`config.mk`:
```
export PLATFORM = sky130hd
export DESIGN_NAME = rv32i_hazard_ctrl_flat
export DESIGN_NICKNAME = d
export VERILOG_FILES = /design/src/rtl/rv32i_hazard_ctrl_if.sv /design/src/rtl/rv32i_hazard_ctrl.sv /design/src/flat_wrapper.sv
export SDC_FILE = /design/constraint.sdc
export NUM_CORES = 1
export LEC_CHECK = 0
export BUFFER_PORTS_ARGS = -buffer_cell sky130_fd_sc_hd__buf_4
export CAP_MARGIN = 30
export CORE_UTILIZATION = 45
export CTS_CLUSTER_DIAMETER = 60
export DETAILED_ROUTE_END_ITERATION = 6
export HOLD_SLACK_MARGIN = 0.02
export PLACE_DENSITY = 0.74
export SLEW_MARGIN = 15
export SYNTH_ARGS = -nofsm -noshare
export SYNTH_HDL_FRONTEND = slang
export SYNTH_SLANG_ARGS = --single-unit
```
`constraint.sdc`:
```
create_clock -name clk -period 3.2 [get_ports clk]
set_input_delay 0.64 -clock clk [delete_from_list [all_inputs] [get_ports clk]]
set_output_delay 0.64 -clock clk [all_outputs]
set_load 0.005 [all_outputs]
```
`src/rtl/rv32i_hazard_ctrl_if.sv`:
```
// rtl/rv32i_hazard_ctrl_if.sv - ID decode, EX/MEM status and pipeline control bundle for the hazard controller
interface rv32i_hazard_ctrl_if #(
   parameter int CNT_W = 32
);
   logic             id_valid;
   logic [6:0]       id_opcode;
   logic [4:0]       id_rs1;
   logic [4:0]       id_rs2;
   logic [4:0]       id_rd;
   logic             ex_branch_taken;
   logic             mem_req;
   logic             mem_ack;

   logic             stall_pc;
   logic             stall_id;
   logic             flush_id;
   logic             bubble_ex;
   logic             freeze;
   logic [1:0]       state;
   logic             mem_timeout;
   logic [CNT_W-1:0] stall_cnt;
   logic [CNT_W-1:0] flush_cnt;
   logic [CNT_W-1:0] freeze_cnt;

   modport master (
      output id_valid, id_opcode, id_rs1, id_rs2, id_rd,
      output ex_branch_taken, mem_req, mem_ack,
      input  stall_pc, stall_id, flush_id, bubble_ex, freeze,
      input  state, mem_timeout, stall_cnt, flush_cnt, freeze_cnt
   );

   modport slave (
      input  id_valid, id_opcode, id_rs1, id_rs2, id_rd,
      input  ex_branch_taken, mem_req, mem_ack,
      output stall_pc, stall_id, flush_id, bubble_ex, freeze,
      output state, mem_timeout, stall_cnt, flush_cnt, freeze_cnt
   );
endinterface

```
`src/rtl/rv32i_hazard_ctrl.sv`:
```
// rtl/rv32i_hazard_ctrl.sv - load-use stall, branch flush and data-memory freeze control for the 5-stage RV32I pipe
module rv32i_hazard_ctrl #(
   parameter int MEM_TIMEOUT = 64,
   parameter int CNT_W       = 32
) (
   input  logic                 clk,
   input  logic                 rst,
   rv32i_hazard_ctrl_if.slave   bus
);
   localparam int WAIT_W = $clog2(MEM_TIMEOUT + 1);

   typedef enum logic [1:0] {
      ST_RUN      = 2'd0,
      ST_MEM_WAIT = 2'd1
   } state_t;

   state_t             r_state;
   state_t             w_state_nxt;
   logic [4:0]         r_ex_rd;
   logic               r_ex_load;
   logic [WAIT_W-1:0]  r_wait_cnt;
   logic               r_mem_timeout;
   logic [CNT_W-1:0]   r_stall_cnt;
   logic [CNT_W-1:0]   r_flush_cnt;
   logic [CNT_W-1:0]   r_freeze_cnt;

   logic               w_uses_rs1;
   logic               w_uses_rs2;
   logic               w_load_use;
   logic               w_mem_stall;
   logic               w_freeze_cond;
   logic               w_stall_pc;
   logic               w_stall_id;
   logic               w_flush_id;
   logic               w_bubble_ex;
   logic               w_freeze;
   logic               w_id_is_load;

   always_comb begin
      w_uses_rs1 = 1'b0;
      w_uses_rs2 = 1'b0;
      case (bus.id_opcode)
         7'h03, 7'h13, 7'h67: w_uses_rs1 = 1'b1;
         7'h23, 7'h33, 7'h63: begin
            w_uses_rs1 = 1'b1;
            w_uses_rs2 = 1'b1;
         end
         default: ;
      endcase
   end

   assign w_id_is_load = bus.id_valid && (bus.id_opcode == 7'h03);

   assign w_load_use = bus.id_valid && r_ex_load && (r_ex_rd != 5'd0) &&
                       ((w_uses_rs1 && (bus.id_rs1 == r_ex_rd)) ||
                        (w_uses_rs2 && (bus.id_rs2 == r_ex_rd)));

   assign w_mem_stall   = bus.mem_req && !bus.mem_ack;
   assign w_freeze_cond = w_mem_stall || ((r_state == ST_MEM_WAIT) && !bus.mem_ack);

   // Freeze dominates: EX holds during a freeze and re-presents any taken branch afterwards.
   always_comb begin
      w_stall_pc  = 1'b0;
      w_stall_id  = 1'b0;
      w_flush_id  = 1'b0;
      w_bubble_ex = 1'b0;
      w_freeze    = 1'b0;
      if (!rst) begin
         if (w_freeze_cond) begin
            w_freeze = 1'b1;
         end else if (bus.ex_branch_taken) begin
            w_flush_id  = 1'b1;
            w_bubble_ex = 1'b1;
         end else if (w_load_use) begin
            w_stall_pc  = 1'b1;
            w_stall_id  = 1'b1;
            w_bubble_ex = 1'b1;
         end
      end
   end

   always_comb begin
      w_state_nxt = r_state;
      case (r_state)
         ST_RUN:      if (w_mem_stall) w_state_nxt = ST_MEM_WAIT;
         ST_MEM_WAIT: if (bus.mem_ack) w_state_nxt = ST_RUN;
         default:     w_state_nxt = ST_RUN;
      endcase
   end

   always_ff @(posedge clk) begin
      if (rst) begin
         r_state <= ST_RUN;
      end else begin
         r_state <= w_state_nxt;
      end
   end

   always_ff @(posedge clk) begin
      if (rst) begin
         r_ex_rd   <= 5'd0;
         r_ex_load <= 1'b0;
      end else if (!w_freeze) begin
         r_ex_load <= w_id_is_load && !w_bubble_ex;
         r_ex_rd   <= (w_id_is_load && !w_bubble_ex) ? bus.id_rd : 5'd0;
      end
   end

   // wait_cnt parks at MEM_TIMEOUT-1 so it never wraps during a hung access.
   always_ff @(posedge clk) begin
      if (rst) begin
         r_wait_cnt    <= '0;
         r_mem_timeout <= 1'b0;
      end else begin
         if ((r_state == ST_RUN) && (w_state_nxt == ST_MEM_WAIT)) begin
            r_wait_cnt <= '0;
         end else if ((r_state == ST_MEM_WAIT) &&
                      (r_wait_cnt != WAIT_W'(MEM_TIMEOUT - 1))) begin
            r_wait_cnt <= r_wait_cnt + 1'b1;
         end
         if ((r_state == ST_MEM_WAIT) && !bus.mem_ack &&
             (r_wait_cnt == WAIT_W'(MEM_TIMEOUT - 1))) begin
            r_mem_timeout <= 1'b1;
         end
      end
   end

   always_ff @(posedge clk) begin
      if (rst) begin
         r_stall_cnt  <= '0;
         r_flush_cnt  <= '0;
         r_freeze_cnt <= '0;
      end else begin
         if (w_stall_id && (r_stall_cnt != {CNT_W{1'b1}})) begin
            r_stall_cnt <= r_stall_cnt + 1'b1;
         end
         if (w_flush_id && (r_flush_cnt != {CNT_W{1'b1}})) begin
            r_flush_cnt <= r_flush_cnt + 1'b1;
         end
         if (w_freeze && (r_freeze_cnt != {CNT_W{1'b1}})) begin
            r_freeze_cnt <= r_freeze_cnt + 1'b1;
         end
      end
   end

   assign bus.stall_pc    = w_stall_pc;
   assign bus.stall_id    = w_stall_id;
   assign bus.flush_id    = w_flush_id;
   assign bus.bubble_ex   = w_bubble_ex;
   assign bus.freeze      = w_freeze;
   assign bus.state       = r_state;
   assign bus.mem_timeout = r_mem_timeout;
   assign bus.stall_cnt   = r_stall_cnt;
   assign bus.flush_cnt   = r_flush_cnt;
   assign bus.freeze_cnt  = r_freeze_cnt;
endmodule

```
`src/flat_wrapper.sv`:
```
// flat-port wrapper written by rule: the top's interface ports become plain ports
module rv32i_hazard_ctrl_flat 
#(
   parameter int MEM_TIMEOUT = 64,
   parameter int CNT_W       = 32
)
  (clk, rst, bus_id_valid, bus_id_opcode, bus_id_rs1, bus_id_rs2, bus_id_rd, bus_ex_branch_taken, bus_mem_req, bus_mem_ack, bus_stall_pc, bus_stall_id, bus_flush_id, bus_bubble_ex, bus_freeze, bus_state, bus_mem_timeout, bus_stall_cnt, bus_flush_cnt, bus_freeze_cnt);
  rv32i_hazard_ctrl_if #(.CNT_W(CNT_W)) bus_i ();
  input  logic clk;
  input  logic rst;
  input wire logic [$bits(bus_i.id_valid)-1:0] bus_id_valid;
  input wire logic [$bits(bus_i.id_opcode)-1:0] bus_id_opcode;
  input wire logic [$bits(bus_i.id_rs1)-1:0] bus_id_rs1;
  input wire logic [$bits(bus_i.id_rs2)-1:0] bus_id_rs2;
  input wire logic [$bits(bus_i.id_rd)-1:0] bus_id_rd;
  input wire logic [$bits(bus_i.ex_branch_taken)-1:0] bus_ex_branch_taken;
  input wire logic [$bits(bus_i.mem_req)-1:0] bus_mem_req;
  input wire logic [$bits(bus_i.mem_ack)-1:0] bus_mem_ack;
  output wire logic [$bits(bus_i.stall_pc)-1:0] bus_stall_pc;
  output wire logic [$bits(bus_i.stall_id)-1:0] bus_stall_id;
  output wire logic [$bits(bus_i.flush_id)-1:0] bus_flush_id;
  output wire logic [$bits(bus_i.bubble_ex)-1:0] bus_bubble_ex;
  output wire logic [$bits(bus_i.freeze)-1:0] bus_freeze;
  output wire logic [$bits(bus_i.state)-1:0] bus_state;
  output wire logic [$bits(bus_i.mem_timeout)-1:0] bus_mem_timeout;
  output wire logic [$bits(bus_i.stall_cnt)-1:0] bus_stall_cnt;
  output wire logic [$bits(bus_i.flush_cnt)-1:0] bus_flush_cnt;
  output wire logic [$bits(bus_i.freeze_cnt)-1:0] bus_freeze_cnt;
  assign bus_i.id_valid = bus_id_valid;
  assign bus_i.id_opcode = bus_id_opcode;
  assign bus_i.id_rs1 = bus_id_rs1;
  assign bus_i.id_rs2 = bus_id_rs2;
  assign bus_i.id_rd = bus_id_rd;
  assign bus_i.ex_branch_taken = bus_ex_branch_taken;
  assign bus_i.mem_req = bus_mem_req;
  assign bus_i.mem_ack = bus_mem_ack;
  assign bus_stall_pc = bus_i.stall_pc;
  assign bus_stall_id = bus_i.stall_id;
  assign bus_flush_id = bus_i.flush_id;
  assign bus_bubble_ex = bus_i.bubble_ex;
  assign bus_freeze = bus_i.freeze;
  assign bus_state = bus_i.state;
  assign bus_mem_timeout = bus_i.mem_timeout;
  assign bus_stall_cnt = bus_i.stall_cnt;
  assign bus_flush_cnt = bus_i.flush_cnt;
  assign bus_freeze_cnt = bus_i.freeze_cnt;
  rv32i_hazard_ctrl #(.MEM_TIMEOUT(MEM_TIMEOUT), .CNT_W(CNT_W)) u_core (.clk(clk), .rst(rst), .bus(bus_i));
endmodule
```
Yosys cells after proc, flatten, opt, wreduce, memory -nomap -nowiden
Cells that the tools add are included.
{"block": "word_totals", "ramBits": 0, "output_inout_bits": 104, "wordCells": 69, "memories": 0, "reg_bits": 112, "rom_bits": 0, "input_bits": 28, "latch_bits": 0}
{"block": "classes", "n_mul": 0, "bitwise": 0, "n_div": 0, "n_lt_le_gt_ge": 0, "addsub": 4, "shifts": 0, "n_eq_ne": 15, "muxes": 18, "reduce_logical": 24}
{"cell": "$add 32x1->32 const B", "n": 3}
{"cell": "$ne 32x32->1 const B", "n": 3}
{"cell": "$eq 7x6->1 const B", "n": 3}
{"cell": "$logic_and 1x1->1", "n": 15}
{"cell": "$eq 7x7->1 const B", "n": 2}
{"cell": "$mux 1", "n": 14}
{"cell": "$eq 5x5->1", "n": 2}
{"cell": "$add 7x1->7 const B", "n": 1}
{"cell": "$eq 7x2->1 const B", "n": 1}
{"cell": "$eq 7x5->1 const B", "n": 1}
{"cell": "$ne 7x6->1 const B", "n": 1}
{"cell": "$reduce_or 6->1", "n": 1}
{"cell": "$mux 5", "n": 1}
{"cell": "$reduce_bool 5->1", "n": 1}
{"cell": "$eq 2x1->1 const B", "n": 2}
{"cell": "$mux 2", "n": 2}
{"cell": "$pmux 2 s2", "n": 1}
{"cell": "$reduce_or 3->1", "n": 1}
{"cell": "$logic_not 1->1", "n": 2}
{"cell": "$logic_not 2->1", "n": 1}
{"cell": "$logic_or 1x1->1", "n": 2}
{"cell": "$reduce_or 2->1", "n": 1}

Logic depth before layout (Yosys ltp)
Gate-level depths: netlist (run 1).
{"block": "logic_depth", "ltp_word": 13, "ltp_mapped": 9, "mapped_depth_nobuf": 7}

Worst setup path after synthesis (run 1)
No wires, ideal clock.
{"block": "synth_path", "path_kind": "input to output", "start": "input port bus_id_rs2[4]", "end": "output port bus_stall_pc", "required_ps": 2560, "slack_ps": 444, "stages": 8, "path_buffers": 3, "arrival_time_ps": 2116, "cell_sequence": "xor2_1 > nor4_1 > and4_1 > o211ai_1 > clkbuf_1 > clkbuf_1 > inv_2 > buf_4"}
{"block": "synth_via", "elab_chain_cells": 8}
{"item": "start, declared", "line_no": "flat_wrapper.sv:14", "source": "input wire logic [$bits(bus_i.id_rs2)-1:0] bus_id_rs2;"}
{"item": "$eq 5x5->1", "line_no": "rv32i_hazard_ctrl.sv:56", "source": "(w_uses_rs2 && (bus.id_rs2 == r_ex_rd)));"}
{"item": "$logic_and 1x1->1", "line_no": "rv32i_hazard_ctrl.sv:56"}
{"item": "$logic_or 1x1->1", "line_no": "rv32i_hazard_ctrl.sv:55", "source": "((w_uses_rs1 && (bus.id_rs1 == r_ex_rd)) ||"}
{"item": "$logic_and 1x1->1", "line_no": "rv32i_hazard_ctrl.sv:54", "source": "assign w_load_use = bus.id_valid && r_ex_load && (r_ex_rd != 5'd0) &&"}
{"item": "$mux 1 (4 in series)"}
{"item": "end, declared", "line_no": "flat_wrapper.sv:19", "source": "output wire logic [$bits(bus_i.stall_pc)-1:0] bus_stall_pc;"}
No other way between the ends.

Final worst setup path (run 1)
{"block": "layout_path", "start": "input port bus_id_rs2[4]", "end": "output port bus_bubble_ex"}
{"block": "layout_via", "elab_chain_cells": 8}
{"item": "$eq 5x5->1", "line_no": "rv32i_hazard_ctrl.sv:56"}
{"item": "$logic_and 1x1->1", "line_no": "rv32i_hazard_ctrl.sv:56"}
{"item": "$logic_or 1x1->1", "line_no": "rv32i_hazard_ctrl.sv:55"}
{"item": "$logic_and 1x1->1", "line_no": "rv32i_hazard_ctrl.sv:54"}
{"item": "$mux 1", "line_no": "rv32i_hazard_ctrl.sv:74", "source": "end else if (w_load_use) begin"}
{"item": "$mux 1", "line_no": "rv32i_hazard_ctrl.sv:71", "source": "end else if (bus.ex_branch_taken) begin"}
{"item": "$mux 1", "line_no": "rv32i_hazard_ctrl.sv:69", "source": "if (w_freeze_cond) begin"}
{"item": "$mux 1", "line_no": "rv32i_hazard_ctrl.sv:68", "source": "if (!rst) begin"}
{"item": "end, declared", "line_no": "flat_wrapper.sv:22", "source": "output wire logic [$bits(bus_i.bubble_ex)-1:0] bus_bubble_ex;"}
No other way between the ends.

==> results of run 1 <==
[per-stage QoR]
stage | utilization, % | std cells | worst slack (ps) | area (um^2)
floorplan | - | 663 | 444 | 5560
global placement | 55.6 | 921 | 442 | 6670
detailed placement | 55.6 | 921 | 409 | 6670
CTS | 58.1 | 937 | 452 | 6980
global route | 58.1 | 937 | 357 | 6980
finish | 58.1 | 937 | 442 | 6980
[synth_stat cells, drive strengths merged (3+ instances only)]
| library cell | n |
|---|---|
| and4 | 11 |
| nor3b | 8 |
| ha | 4 |
| nor4 | 11 |
| dfxtp | 112 |
| a21oi | 36 |
| nand2b | 3 |
| nor4b | 7 |
| nor2b | 5 |
| nor2 | 84 |
| or4 | 21 |
| xnor2 | 37 |
| a22o | 5 |
| o31ai | 18 |
| o21ai | 15 |
| and3 | 16 |
| nand3b | 5 |
| buf | 8 |
| nand4 | 39 |
| nand2 | 41 |
| and2 | 9 |
| nand3 | 33 |
| clkbuf | 21 |
| or3 | 13 |
| xor2 | 34 |
| inv | 11 |
| nor3 | 34 |
| a31oi | 3 |
| mux2i | 4 |
[critical path, cell delays in order]
cell     delay (ps)
buf_4           110
xor2_1          130
nor4_1          420
and4_1          270
o21ai_0         170
a21oi_1         230
buf_4           140
[sequential cells by signal, summed over array words and instances, names as in the netlist]
| name | count |
|---|---|
| u_core.r_wait_cnt | 7 |
| u_core.r_ex_rd | 5 |
| u_core.r_ex_load | 1 |
| u_core.bus.mem_timeout | 1 |
| u_core.bus.flush_cnt | 32 |
| u_core.bus.state | 2 |
| u_core.bus.freeze_cnt | 32 |
| u_core.bus.stall_cnt | 32 |
[routing by layer]
metal | part of all wire [%] | up-vias | GRT usage (%)
li1 | - | 2660 | -
met1 | 45 | 2566 | 29.8
met2 | 48 | 146 | 38.5
met3 | 5.4 | 15 | 3.86
met4 | 1.4 | 0 | 9.39
met5 | 0 | - | 0
[report_power, final]
part	total (mW)	switching [mW]	leakage [nW]	internal, mW
sequential	1.40	0.00514	0.902	1.40
clock	1.18	0.539	0.152	0.639
combinational	0.0996	0.0560	1.54	0.0436
[logic make-up after synthesis]
group                    synth area share, %
AND/OR/NAND/NOR                         34.0
flip-flops                              40.4
AO/OA/AOI/OAI                           9.48
XOR/XNOR                                11.2
buffers and inverters                   2.86
multiplexers                            1.13
adder cells (fa/ha/maj)                0.901
other                                 0.0675
[cell type report]
| cell class | instances | area, um^2 |
|---|---|---|
| Fill cell | 1085 | 5030 |
| Tap cell | 147 | 184 |
| Clock inverter | 5 | 63.8 |
| Inverter | 11 | 41.3 |
| Clock buffer | 11 | 243 |
| Timing Repair Buffer | 140 | 1050 |
| Sequential cell | 112 | 2240 |
| Multi-Input combinational cell | 511 | 3160 |
[worst max-delay path by stage]
stage / cells after the start / endpoint
finish: 7 / bus_bubble_ex
global route: 6 / bus_bubble_ex
CTS: 6 / bus_bubble_ex
detailed placement: 8 / u_core.bus.stall_cnt[4]
global placement: 7 / bus_bubble_ex
floorplan: 8 / bus_stall_pc
==> flow_summary.json, run 1 <==
{
  "cts.sinks": 112,
  "post_route_cells_drive_above_1_share_pct": 21.0,
  "port_buffers": 131,
  "cp.required_ps": 2560,
  "drt-vias-per-instance": 5.75,
  "synth-edff-count": 0,
  "layout_commonest_cell": "buf_4",
  "hold_viol_final": 0,
  "layout_common_cells": "buf_4, dfxtp_1, nor2_1, nand2_1, nand4_1",
  "synth_area_leaders": "dfxtp_1, xnor2_1, nor2_1, xor2_1, nand4_1",
  "startpoint_type": "primary input",
  "drt-total-wl_um": 14700,
  "syn_inst": 663,
  "min_to": "u_core.r_ex_load",
  "wire_per_inst_um": 15.7,
  "synth_top_area_share_pct": 40.4,
  "synth_ff_type": "dfxtp_1",
  "grt_max_degree": 76,
  "area_growth_pct": 25.6,
  "gp_congestion": 0.869,
  "htreeDepth": 3,
  "die_h_um": 113,
  "cts_resized": 0,
  "drc": 0,
  "hold_slack_ps": 472,
  "worstSetupStartpoint": "bus_id_rs2[4]",
  "nNetsFinal": 817,
  "die_x_um": 113,
  "hold_buffers": 0,
  "yosysTopAreaCell": "dfxtp_1",
  "cts_tree": "yes",
  "ys_async_sr_fraction_pct": 0,
  "grt_overflow": 0,
  "hold_depth": 1,
  "first_pass_iters": 4,
  "ff2ff_path_depth": 8,
  "ff2ff_setup_slack_ps": 610,
  "grt.total_usage_pct": 23.1,
  "leakage_nw": 2.59,
  "setup_violations": 0,
  "synth_fp_nets": 695,
  "ys_ff_latch": 112,
  "cts_setup_buffers": 0,
  "crit_path_end_kind": "primary output",
  "rsz0062_at_grt": "false",
  "maxCapViolations": 0,
  "min_from": "u_core.r_ex_load",
  "synth.avg_cell_area_um2": 8.38,
  "initial_utilization_pct": 46.3,
  "finalPower_mw": 2.68,
  "root_buffer": "clkbuf_16",
  "syn_area_um2": 5560,
  "vias": 5387,
  "ys_seq_area_share_pct": 40.4,
  "clkLatencyLatePin_ps": 350,
  "hold_class": "reg -> reg",
  "r2r_start": "u_core.bus.stall_cnt[0]",
  "core_area_um2": 12000,
  "cts_buffers": 9,
  "num_io_pins": 132,
  "antenna_cells": 0,
  "tightest_slew_ps": 788,
  "min_period_ps": 2760,
  "path_class": "in -> out",
  "grt_pass1_wl_um": 24000,
  "die_area_um2": 12800,
  "report.final.slew_viol_count": 0,
  "fin_skew_ps": 10.4,
  "drt_iter0_drc": 384,
  "fin_crit_sh_pct": 86.2,
  "fmax_mhz": 363,
  "worstPathArrival_ps": 2120,
  "ir_drop_mv": 0.195,
  "reg2reg_to": "u_core.bus.stall_cnt[6]",
  "setup-tns-final_ps": 0,
  "synth_warnings": 0,
  "clk_pin_slew_ps": 80,
  "grt_pass1_vias": 4992,
  "power.density_nw_per_um2": 384,
  "dp_hpwl_um": 10700,
  "cts_buffer_depth": 2,
  "worstPathMaxFanout": 2,
  "rows": 40,
  "relSlewSlack_pct": 47.5,
  "antenna_found_initial": 0,
  "outcome": "completed",
  "antenna_left": 0,
  "ys_types": 48
}
Note: power is estimated with default switching activity, not from simulation.
==> run 2: changes to the inputs <==
CELL_PAD_IN_SITES_DETAIL_PLACEMENT = 0   (was not set)
CELL_PAD_IN_SITES_GLOBAL_PLACEMENT = 1   (was not set)
CORE_UTILIZATION = 40   (was 45)
PLACE_DENSITY = 0.92   (was 0.74)
==> run 2 against run 1 <==
Net effect:
- utilization is 5.5 points lower
- global-route usage shrank 2.6 points
- critical path depth fell by 1
- design area up 1.1%
- setup slack improved by 160 ps
- hold slack improved by 8.6 ps
- clock skew shrank 1.9 ps
- non-clock buffer count is 3 higher
==> flow_summary.json, run 2 (synthesis results as in run 1) <==
{
  "outcome": "completed",
  "fin_skew_ps": 8.60,
  "grt_pass1_vias": 4889,
  "grt_max_degree": 63,
  "clkLatencyLatePin_ps": 360,
  "htreeDepth": 3,
  "nNetsFinal": 820,
  "rsz0062_at_grt": "false",
  "gp_congestion": 0.814,
  "hold_depth": 1,
  "ff2ff_path_depth": 6,
  "layout_common_cells": "buf_4, dfxtp_1, nor2_1, nand2_1, nand4_1",
  "rows": 42,
  "clk_pin_slew_ps": 70,
  "post_route_cells_drive_above_1_share_pct": 21.4,
  "register_area_um2": 2240,
  "intPower_mw": 2.15,
  "power.density_nw_per_um2": 387,
  "min_to": "u_core.r_wait_cnt[6]",
  "grt.total_usage_pct": 20.5,
  "cp.required_ps": 2560,
  "die_x_um": 120,
  "antenna_cells": 0,
  "fmax_mhz": 384,
  "ff2ff_setup_slack_ps": 620,
  "gr-usage-met1_pct": 27.1,
  "area_growth_pct": 27.0,
  "tightest_slew_ps": 775,
  "cts_tree": "yes",
  "crit_path_end_kind": "primary output",
  "drt-vias-per-instance": 5.52,
  "initial_utilization_pct": 41.5,
  "postLayoutSetupSlackWorst_ps": 599,
  "pwr-share-seq_pct": 51.4,
  "reg2reg_to": "u_core.bus.flush_cnt[17]",
  "wire_per_inst_um": 15.1,
  "finalPower_mw": 2.73,
  "relSlewSlack_pct": 48.0,
  "min_from": "u_core.r_wait_cnt[6]",
  "grt_overflow": 0,
  "die_area_um2": 14400,
  "grt_pass1_wl_um": 23900,
  "preCtsSetupSlack_ps": 478,
  "r2r_start": "u_core.bus.flush_cnt[3]",
  "vias": 5351,
  "drc": 0,
  "core_area_um2": 13400,
  "cts_buffers": 9,
  "leakage_nw": 2.61,
  "startpoint_type": "flip-flop",
  "cts_buffer_depth": 2,
  "fin_crit_sh_pct": 81.3,
  "first_pass_iters": 4,
  "path_class": "reg -> out",
  "maxCapViolations": 0,
  "cts_setup_buffers": 0,
  "hold_class": "reg -> reg",
  "switchingPower_mw": 0.583,
  "drt-total-wl_um": 14600,
  "dp_hpwl_um": 10600,
  "drt_iter0_drc": 247,
  "grt_busiest_layer": "met2",
  "cts.sinks": 112,
  "placedCellCount": 953,
  "swShare_pct": 21.4,
  "hold_buffers": 0,
  "root_buffer": "clkbuf_16",
  "port_buffers": 131,
  "antenna_left": 0,
  "report.final.slew_viol_count": 0,
  "worstPathArrival_ps": 1960,
  "grtUsageMet2_pct": 33.1,
  "hold_viol_final": 0,
  "antenna_found_initial": 0,
  "multi_input_area_um2": 3160,
  "p_clk_share_pct": 45.0,
  "layout_commonest_cell": "buf_4",
  "die_h_um": 120,
  "setup_violations": 0,
  "setup-tns-final_ps": 0,
  "min_period_ps": 2600,
  "hold_slack_ps": 481,
  "num_io_pins": 132,
  "worstPathMaxFanout": 6,
  "instances_no_fill": 969,
  "cts_resized": 0,
  "combinationalPowerShare_pct": 3.6,
  "fillers": 1250,
  "globalRouteMet3Util_pct": 3.33,
  "ir_drop_mv": 0.227
}
==> run 2: cell types whose count changed in the layout (fill, tap and decap cells not counted) <==
cell        previous run  this run
buf_4                140       143
clkbuf_1               1         0
bufinv_16              1         2
inv_8                  1         0
clkinv_4               1         0
clkinv_2               1         3
clkinvlp_4             0         1
inv_6                  1         0
==> run 2: through the flow <==
step	util, %	cell area, um^2
detailed placement	50.2	6730
finish	52.6	7050
floorplan	-	5560
CTS	52.6	7050
global route	52.6	7050
global placement	50.2	6730
==> run 2: worst max-delay path: stages, from the launching register on <==
cell and delay [ps]:
dfxtp_1 360, xor2_1 180, nor4_1 300, and4_1 240, o211ai_1 190, inv_2 190
buf_4 140
==> run 2: power by group through the flow <==
stage	clock [mW]	sequential, mW	combinational (mW)
global route	1.31	1.40	0.108
CTS	1.25	1.40	0.0997
finish	1.23	1.40	0.0987
floorplan	0	1.43	0.0452
detailed placement	0	1.43	0.0996
global placement	0	1.43	0.0965
==> run 2: worst max-delay path by stage <==
stage	from	to	slack, ps	cells past startpoint
finish	u_core.r_ex_rd[4]	bus_stall_pc	600	6
global route	u_core.bus.stall_cnt[0]	u_core.bus.stall_cnt[9]	450	8
floorplan	bus_id_rs2[4]	bus_stall_pc	440	8
CTS	u_core.r_ex_rd[4]	bus_stall_id	570	6
global placement	bus_id_rs2[4]	u_core.bus.stall_cnt[22]	570	8
detailed placement	bus_id_rs2[4]	u_core.bus.stall_cnt[24]	480	8
==> run 2: layer usage <==
metal	part of all wire [%]	vias to the layer above
li1	-	2649
met1	47	2541
met2	47	144
met3	4.4	17
met4	1.7	0
met5	0	-
==> run 2: layout make-up <==
cell class / instances / area share, %
multi-input cells: 511 / 44.7
flip-flops and latches: 112 / 31.8
repair buffers: 143 / 15.2
clock buffers: 10 / 3.39
well taps: 176 / 3.12
clock inverters: 6 / 1.17
inverters: 11 / 0.585
